$ cat src/rtl/defines.vh
// Shared RX datapath constants: sample word width and nominal slicer reference.
// Nominal reference is 2A with A = 32768 on a 1s17 sample scale.
`ifndef RX_SLICER_DEFINES_VH
`define RX_SLICER_DEFINES_VH
`define SAMPLE_W   18
`define SYMBOL_REF 65536
`endif

$ cat src/rtl/rx_slicer_4_ask_pkg.sv
// Types and helpers shared by the 4-ASK receive slicer and its reference averager.
// Pure declarations, no timing.
// No flow control.
`include "defines.vh"

package rx_slicer_4_ask_pkg;

  localparam int SAMPLE_W = `SAMPLE_W;

  typedef logic signed [SAMPLE_W-1:0] sample_t;

  typedef enum logic {
    ACQUIRE = 1'b0,
    TRACK   = 1'b1
  } state_e;

  // Magnitude of a sample; the most negative code has no positive twin, so it saturates.
  function automatic logic [SAMPLE_W-2:0] abs_sat(input sample_t x);
    sample_t neg;
    neg = -x;
    if (x == {1'b1, {(SAMPLE_W-1){1'b0}}})
      return {(SAMPLE_W-1){1'b1}};
    else if (x[SAMPLE_W-1])
      return neg[SAMPLE_W-2:0];
    else
      return x[SAMPLE_W-2:0];
  endfunction

endpackage

$ cat src/rtl/rx_slicer_4_ask_ref_level_averager.sv
// Averages |x| over 2^LOG2_AVG captures and emits the mean as a new slicer reference.
// ref_val and block_done update one cycle after the capture that completes a block.
// No backpressure; one magnitude is consumed per capture strobe.
`include "defines.vh"

module ref_level_averager
  import rx_slicer_4_ask_pkg::*;
#(
  parameter int LOG2_AVG = 7
) (
  input  logic                      clk,
  input  logic                      reset,
  input  logic                      capture,
  input  logic [SAMPLE_W-2:0]       abs_x,
  output logic signed [SAMPLE_W-1:0] ref_val,
  output logic                      block_done
);

  localparam int ACC_W = SAMPLE_W + LOG2_AVG;
  localparam logic [LOG2_AVG-1:0] CNT_ONE = 1;

  logic [ACC_W-1:0]    acc;
  logic [LOG2_AVG-1:0] cnt;
  logic [ACC_W-1:0]    total;

  // Running sum including the magnitude presented this cycle.
  assign total = acc + ACC_W'(abs_x);

  // Accumulate per capture; on the last capture of a block publish the mean and restart.
  always_ff @(posedge clk) begin
    if (reset) begin
      acc        <= '0;
      cnt        <= '0;
      ref_val    <= '0;
      block_done <= 1'b0;
    end else begin
      block_done <= 1'b0;
      if (capture) begin
        if (&cnt) begin
          ref_val    <= $signed(total[LOG2_AVG +: SAMPLE_W]);
          acc        <= '0;
          cnt        <= '0;
          block_done <= 1'b1;
        end else begin
          acc <= total;
          cnt <= cnt + CNT_ONE;
        end
      end
    end
  end

endmodule

$ cat src/rtl/rx_slicer_4_ask.sv
// 4-ASK symbol slicer with decision error output and block-averaged adaptive reference.
// rx_data/rx_err/rx_valid appear one cycle after the capturing sample; ref_level two.
// No backpressure; one decision per symbol, rx_valid is a single-cycle strobe.
`include "defines.vh"

module rx_slicer_4_ask
  import rx_slicer_4_ask_pkg::*;
#(
  parameter int LOG2_AVG     = 7,
  parameter int SAMPLE_PHASE = 0,
  parameter int REF_INIT     = `SYMBOL_REF
) (
  input  logic                       sys_clk,
  input  logic                       reset,
  input  logic                       sam_clk_en,
  input  logic                       sym_clk_en,
  input  logic signed [SAMPLE_W-1:0] rx_in,
  output logic [1:0]                 rx_data,
  output logic                       rx_valid,
  output logic signed [SAMPLE_W-1:0] rx_err,
  output logic signed [SAMPLE_W-1:0] ref_level,
  output logic                       ref_locked
);

  state_e                      state;
  logic [1:0]                  phase;
  logic [1:0]                  sample_idx;
  logic                        capture;
  logic signed [SAMPLE_W-1:0]  avg_ref;
  logic                        block_done;

  logic signed [SAMPLE_W:0]    x_w;
  logic signed [SAMPLE_W:0]    r_w;
  logic signed [SAMPLE_W:0]    half_w;
  logic signed [SAMPLE_W:0]    level_w;
  logic signed [SAMPLE_W+1:0]  diff_w;
  logic [1:0]                  slice_dat;
  logic signed [SAMPLE_W-1:0]  err_sat;

  // The symbol strobe marks index 0 regardless of where the counter had drifted.
  assign sample_idx = sym_clk_en ? 2'd0 : phase;
  assign capture    = sam_clk_en && (sample_idx == 2'(SAMPLE_PHASE));

  // Sample phase counter, resynchronised by every symbol strobe.
  always_ff @(posedge sys_clk) begin
    if (reset)
      phase <= 2'd0;
    else if (sam_clk_en)
      phase <= sym_clk_en ? 2'd1 : phase + 2'd1;
  end

  // Decision against the current reference and error to the ideal level, one bit of headroom.
  always_comb begin
    x_w     = {rx_in[SAMPLE_W-1], rx_in};
    r_w     = {ref_level[SAMPLE_W-1], ref_level};
    half_w  = r_w >>> 1;
    slice_dat = 2'b00;
    level_w = -(r_w + half_w);
    if (x_w >= r_w) begin
      slice_dat = 2'b11;
      level_w   = r_w + half_w;
    end else if (x_w >= 0) begin
      slice_dat = 2'b10;
      level_w   = half_w;
    end else if (x_w >= -r_w) begin
      slice_dat = 2'b01;
      level_w   = -half_w;
    end
    diff_w = {x_w[SAMPLE_W], x_w} - {level_w[SAMPLE_W], level_w};
    if (diff_w > $signed(20'sd131071))
      err_sat = {1'b0, {(SAMPLE_W-1){1'b1}}};
    else if (diff_w < $signed(-20'sd131072))
      err_sat = {1'b1, {(SAMPLE_W-1){1'b0}}};
    else
      err_sat = diff_w[SAMPLE_W-1:0];
  end

  // Register the decision on each capture and strobe it for one cycle.
  always_ff @(posedge sys_clk) begin
    if (reset) begin
      rx_data  <= 2'b00;
      rx_valid <= 1'b0;
      rx_err   <= '0;
    end else begin
      rx_valid <= capture;
      if (capture) begin
        rx_data <= slice_dat;
        rx_err  <= err_sat;
      end
    end
  end

  ref_level_averager #(
    .LOG2_AVG (LOG2_AVG)
  ) u_avg (
    .clk        (sys_clk),
    .reset      (reset),
    .capture    (capture),
    .abs_x      (abs_sat(rx_in)),
    .ref_val    (avg_ref),
    .block_done (block_done)
  );

  // Reference FSM: hold the initial reference until the first block, then follow every block.
  always_ff @(posedge sys_clk) begin
    if (reset) begin
      state      <= ACQUIRE;
      ref_level  <= SAMPLE_W'(REF_INIT);
      ref_locked <= 1'b0;
    end else begin
      case (state)
        ACQUIRE: begin
          if (block_done) begin
            state      <= TRACK;
            ref_level  <= avg_ref;
            ref_locked <= 1'b1;
          end
        end
        TRACK: begin
          if (block_done)
            ref_level <= avg_ref;
        end
        default: begin
          state      <= ACQUIRE;
          ref_level  <= SAMPLE_W'(REF_INIT);
          ref_locked <= 1'b0;
        end
      endcase
    end
  end

endmodule
$ cat config.mk
export PLATFORM = sky130hd
export DESIGN_NAME = rx_slicer_4_ask
export DESIGN_NICKNAME = d
export VERILOG_FILES = /design/src/rtl/rx_slicer_4_ask_pkg.sv /design/src/rtl/rx_slicer_4_ask_ref_level_averager.sv /design/src/rtl/rx_slicer_4_ask.sv
export VERILOG_INCLUDE_DIRS = /design/src /design/src/rtl
export SDC_FILE = /design/constraint.sdc
export NUM_CORES = 1
export LEC_CHECK = 0
export CAP_MARGIN = 20
export CORE_UTILIZATION = 41
export CTS_CLUSTER_DIAMETER = 120
export CTS_CLUSTER_SIZE = 20
export DETAILED_ROUTE_END_ITERATION = 12
export DONT_BUFFER_PORTS = 1
export GPL_ROUTABILITY_DRIVEN = 1
export HOLD_SLACK_MARGIN = 0.03
export MAX_ROUTING_LAYER = met4
export SETUP_SLACK_MARGIN = 0.4
export SLEW_MARGIN = 20
export SYNTH_ARGS = -nofsm -noshare
export SYNTH_HDL_FRONTEND = slang
export SYNTH_SLANG_ARGS = --single-unit
$ cat constraint.sdc
create_clock -name sys_clk -period 7.8 [get_ports sys_clk]
set_input_delay 0.78 -clock sys_clk [delete_from_list [all_inputs] [get_ports sys_clk]]
set_output_delay 0.78 -clock sys_clk [all_outputs]
set_load 0.1 [all_outputs]
==> flow_summary.yaml <==
synth:
  netlist_instances: 1215
  ys.warnings.count: 0
  synth_flop_cell: "sky130_fd_sc_hd__dfxtp_1"
  synthTopCellsByArea: "sky130_fd_sc_hd__dfxtp_1 (21%), sky130_fd_sc_hd__ha_1 (15%), sky130_fd_sc_hd__a21oi_1 (6.5%), sky130_fd_sc_hd__nor2_1 (5.8%), sky130_fd_sc_hd__nand2_1 (4.8%)"
  synth.avg_cell_area_um2: 7.52
  synth-seq-area-share: 0.206
  synth-edff-count: 0
  ys_ff_latch: 94
  ys_async_sr_fraction: 0
  mappedNetlistNets: 1349
  synthesis.area_um2: 9130
  yosys.cell_types.count: 84
  synth_largest_type_area_fraction: 0.206
  post-synth-top-area-cell: "sky130_fd_sc_hd__dfxtp_1"
outcome:
  outcome: "finished, final reports clean"
route:
  antenna_left: 0
  totalWireLength_um: 29500
  drc: 0
  num_vias: 8898
  route.detailed.wl_per_inst_um: 19.8
  route.detailed.vias_per_inst: 5.97
  drt_pass1_iterations: 5
  drtIter0Drc: 524
sta:
  fmaxAchievable_mhz: 149
  normalized_max_slew_margin: 0.316
  post-route-period-util: 0.862
  grt_setup_unrepaired: "false"
  report.final.setup_viol: 0
  hold_violations: 0
  final_critical_path_time_including_i_o_delays_and_setup_ns: 6.73
  max_slew.worst_pin.slew_ns: 1.02
  worst_clock_skew_ns: 0.00865
  final_count_of_pins_violating_max_slew: 0
  setup-tns-final_ns: 0
die:
  chipWidth_um: 151
  die-height_um: 151
  num_io_pins: 62
  floorplan.rows: 54
  floorplan.die_area_um2: 22900
  start_util: 0.419
  core_area_um2: 21800
grt:
  grt_pass1_vias: 8109
  number_of_antenna_violations_at_the_first_check_in_global_routing: 0
  global_route_wire_length_before_repair_um: 45300
  grt_max_degree: 79
  grt_use_total: 0.267
  grt_remaining_overflow: 0
critical_path:
  crit_path_max_incr_delay_ns: 0.56
  timing.critical_path.arrival_ns: 6.96
  worst-endpoint-required_ns: 8.03
  setup.worst_path.end_class: "flop"
  critPathMaxFanout: 23
  worstSetupStartpointType: "flop"
  slowest_stage: "sky130_fd_sc_hd__o311ai_0"
  worst-setup-path-type: "reg -> reg"
clock_tree:
  clk-insertion-delay-late_ns: 0.36
  clock_root_buffer: "sky130_fd_sc_hd__clkbuf_16"
  htree_num_levels: 3
  max_root_sink_buffers: 2
  clk_pin_slew_worst_paths_ns: 0.07
  cts_buffers: 9
  tritoncts: "built"
  tritoncts_num_sinks: 94
  post_cts_hold_buffer_count: 0
finish:
  layout-drive-gt1-share: 0.0686
  layout.filler_cells: 2255
  multi_input_gate_area_um2: 6960
  insertedDiodeCount: 0
  post_synthesis_to_final_layout_area_growth_pct: 7.99
  ff_latch_area_um2: 1880
  final_cell_area_um2: 9860
  num-nets-final: 1339
power_and_ir_drop:
  areal_power_density_over_the_cells_nw_per_um2: 160
  max-vdd-ir-drop_mv: 0.108
  power.leakage_nw: 3.99
placed_design:
  post-dp-hpwl_um: 22400
  gp_congestion: 0.982
  place.port_buffers: 0
  dpl-instance-area_um2: 9520
flow_run:
  drv_cap: 0
min_path:
  min_path_type: "reg -> reg"
cell usage after synthesis, types with 20 or more instances:
master / n
sky130_fd_sc_hd__clkbuf_1: 36
sky130_fd_sc_hd__a31oi_1: 25
sky130_fd_sc_hd__a21o_1: 22
sky130_fd_sc_hd__xor2_1: 32
sky130_fd_sc_hd__mux2i_1: 20
sky130_fd_sc_hd__nor2_1: 141
sky130_fd_sc_hd__ha_1: 109
sky130_fd_sc_hd__inv_1: 37
sky130_fd_sc_hd__o21ai_0: 75
sky130_fd_sc_hd__dfxtp_1: 94
sky130_fd_sc_hd__nor3_1: 27
sky130_fd_sc_hd__nand3_1: 25
sky130_fd_sc_hd__nand2_1: 118
sky130_fd_sc_hd__a21oi_1: 118
sky130_fd_sc_hd__xnor2_1: 49
kinds of logic after synthesis:
logic type | count (synthesis) | synth area share
AO/OA/AOI/OAI | 387 | 0.270
XOR/XNOR | 81 | 0.0777
adder cells (fa/ha/maj) | 112 | 0.156
buffers and inverters | 88 | 0.0381
flip-flops | 94 | 0.206
multiplexers | 23 | 0.0256
AND/OR/NAND/NOR | 430 | 0.227
timing repair:
action                                  in CTS  in global routing
buffers inserted                             0                  2
endpoints found under the setup margin       0                 12
gates resized for setup                      0                  4
hold endpoints to repair                     0                  0
cell usage in the layout, fill, tap and decap left out, drive strengths merged, types with 9 or more instances in the layout:
| master | count |
|---|---|
| a21o | 22 |
| and2 | 14 |
| xnor2 | 49 |
| a21oi | 121 |
| inv | 40 |
| nor2b | 13 |
| a211oi | 18 |
| or3 | 17 |
| o21a | 17 |
| nor2 | 141 |
| nor4 | 9 |
| o22ai | 11 |
| ha | 109 |
| nand4 | 17 |
| a31oi | 28 |
| a22oi | 13 |
| nand3 | 25 |
| o21ai | 82 |
| nor3 | 29 |
| mux2i | 20 |
| buf | 29 |
| xor2 | 32 |
| nand2 | 118 |
| clkbuf | 10 |
| dfxtp | 94 |
| o31ai | 9 |
| nand2b | 12 |
through the flow:
stage / setup WS (ns) / std cells / util / hold WS, ns / power [mW]
6_report: 1.07 / 1490 / 0.452 / 0.459 / 1.58
5_1_grt: 0.501 / 1490 / 0.452 / 0.472 / 1.67
4_1_cts: 0.650 / 1488 / 0.450 / 0.453 / 1.57
3_5_place_dp: 0.743 / 1472 / 0.436 / 0.441 / 1.10
3_3_place_gp: 0.851 / 1472 / 0.436 / 0.436 / 1.10
2_1_floorplan: 0.681 / 1215 / - / 0.434 / 1.01
metal layers:
metal,global-route usage,up-vias,share of wire
li1,-,4418,-
met1,0.346,4181,0.46
met2,0.424,257,0.46
met3,0.0377,42,0.054
met4,0.0900,0,0.027
met5,-,-,0
where the power goes:
| group | internal (mW) | total [mW] | switching (mW) |
|---|---|---|---|
| clock network | 0.253 | 0.465 | 0.212 |
| logic | 0.190 | 0.473 | 0.284 |
| registers | 0.511 | 0.643 | 0.132 |
| total | 0.953 | 1.58 | 0.628 |
sequential cells by signal (all words and copies together) (netlist names), 2 cells and up:
name           count
rx_err            18
u_avg.acc         25
phase              2
rx_data            2
u_avg.cnt          7
u_avg.ref_val     18
ref_level         18
critical path: cells and delay by family (launching register included):
kind / cells / cell delay (ns)
compound gates: 14 / 3.32
simple gates: 8 / 1.49
fa+ha+maj: 3 / 0.90
buf+inv: 3 / 0.50
flops: 1 / 0.31
xor+xnor: 1 / 0.08
final cells by class:
cell class,instances,share of cell area
Clock buffer,10,0.0232
Clock inverter,6,0.00698
Inverter,38,0.0145
Sequential cell,94,0.191
Timing Repair Buffer,29,0.0233
Multi-Input combinational cell,1033,0.706
Tap cell,280,0.0355
path summary, 6_finish.rpt:
path | start | depth (start not counted) | slack, ns | end
setup / recovery | ref_level[1] | 29 | 1.07 | rx_err[1]
hold / removal | u_avg.acc[0] | 2 | 0.46 | u_avg.acc[0]
setup reg to reg | ref_level[1] | 29 | 1.07 | rx_err[1]
hold reg to reg | u_avg.acc[0] | 2 | 0.46 | u_avg.acc[0]
No activity file was read; power rests on OpenSTA's default activity.
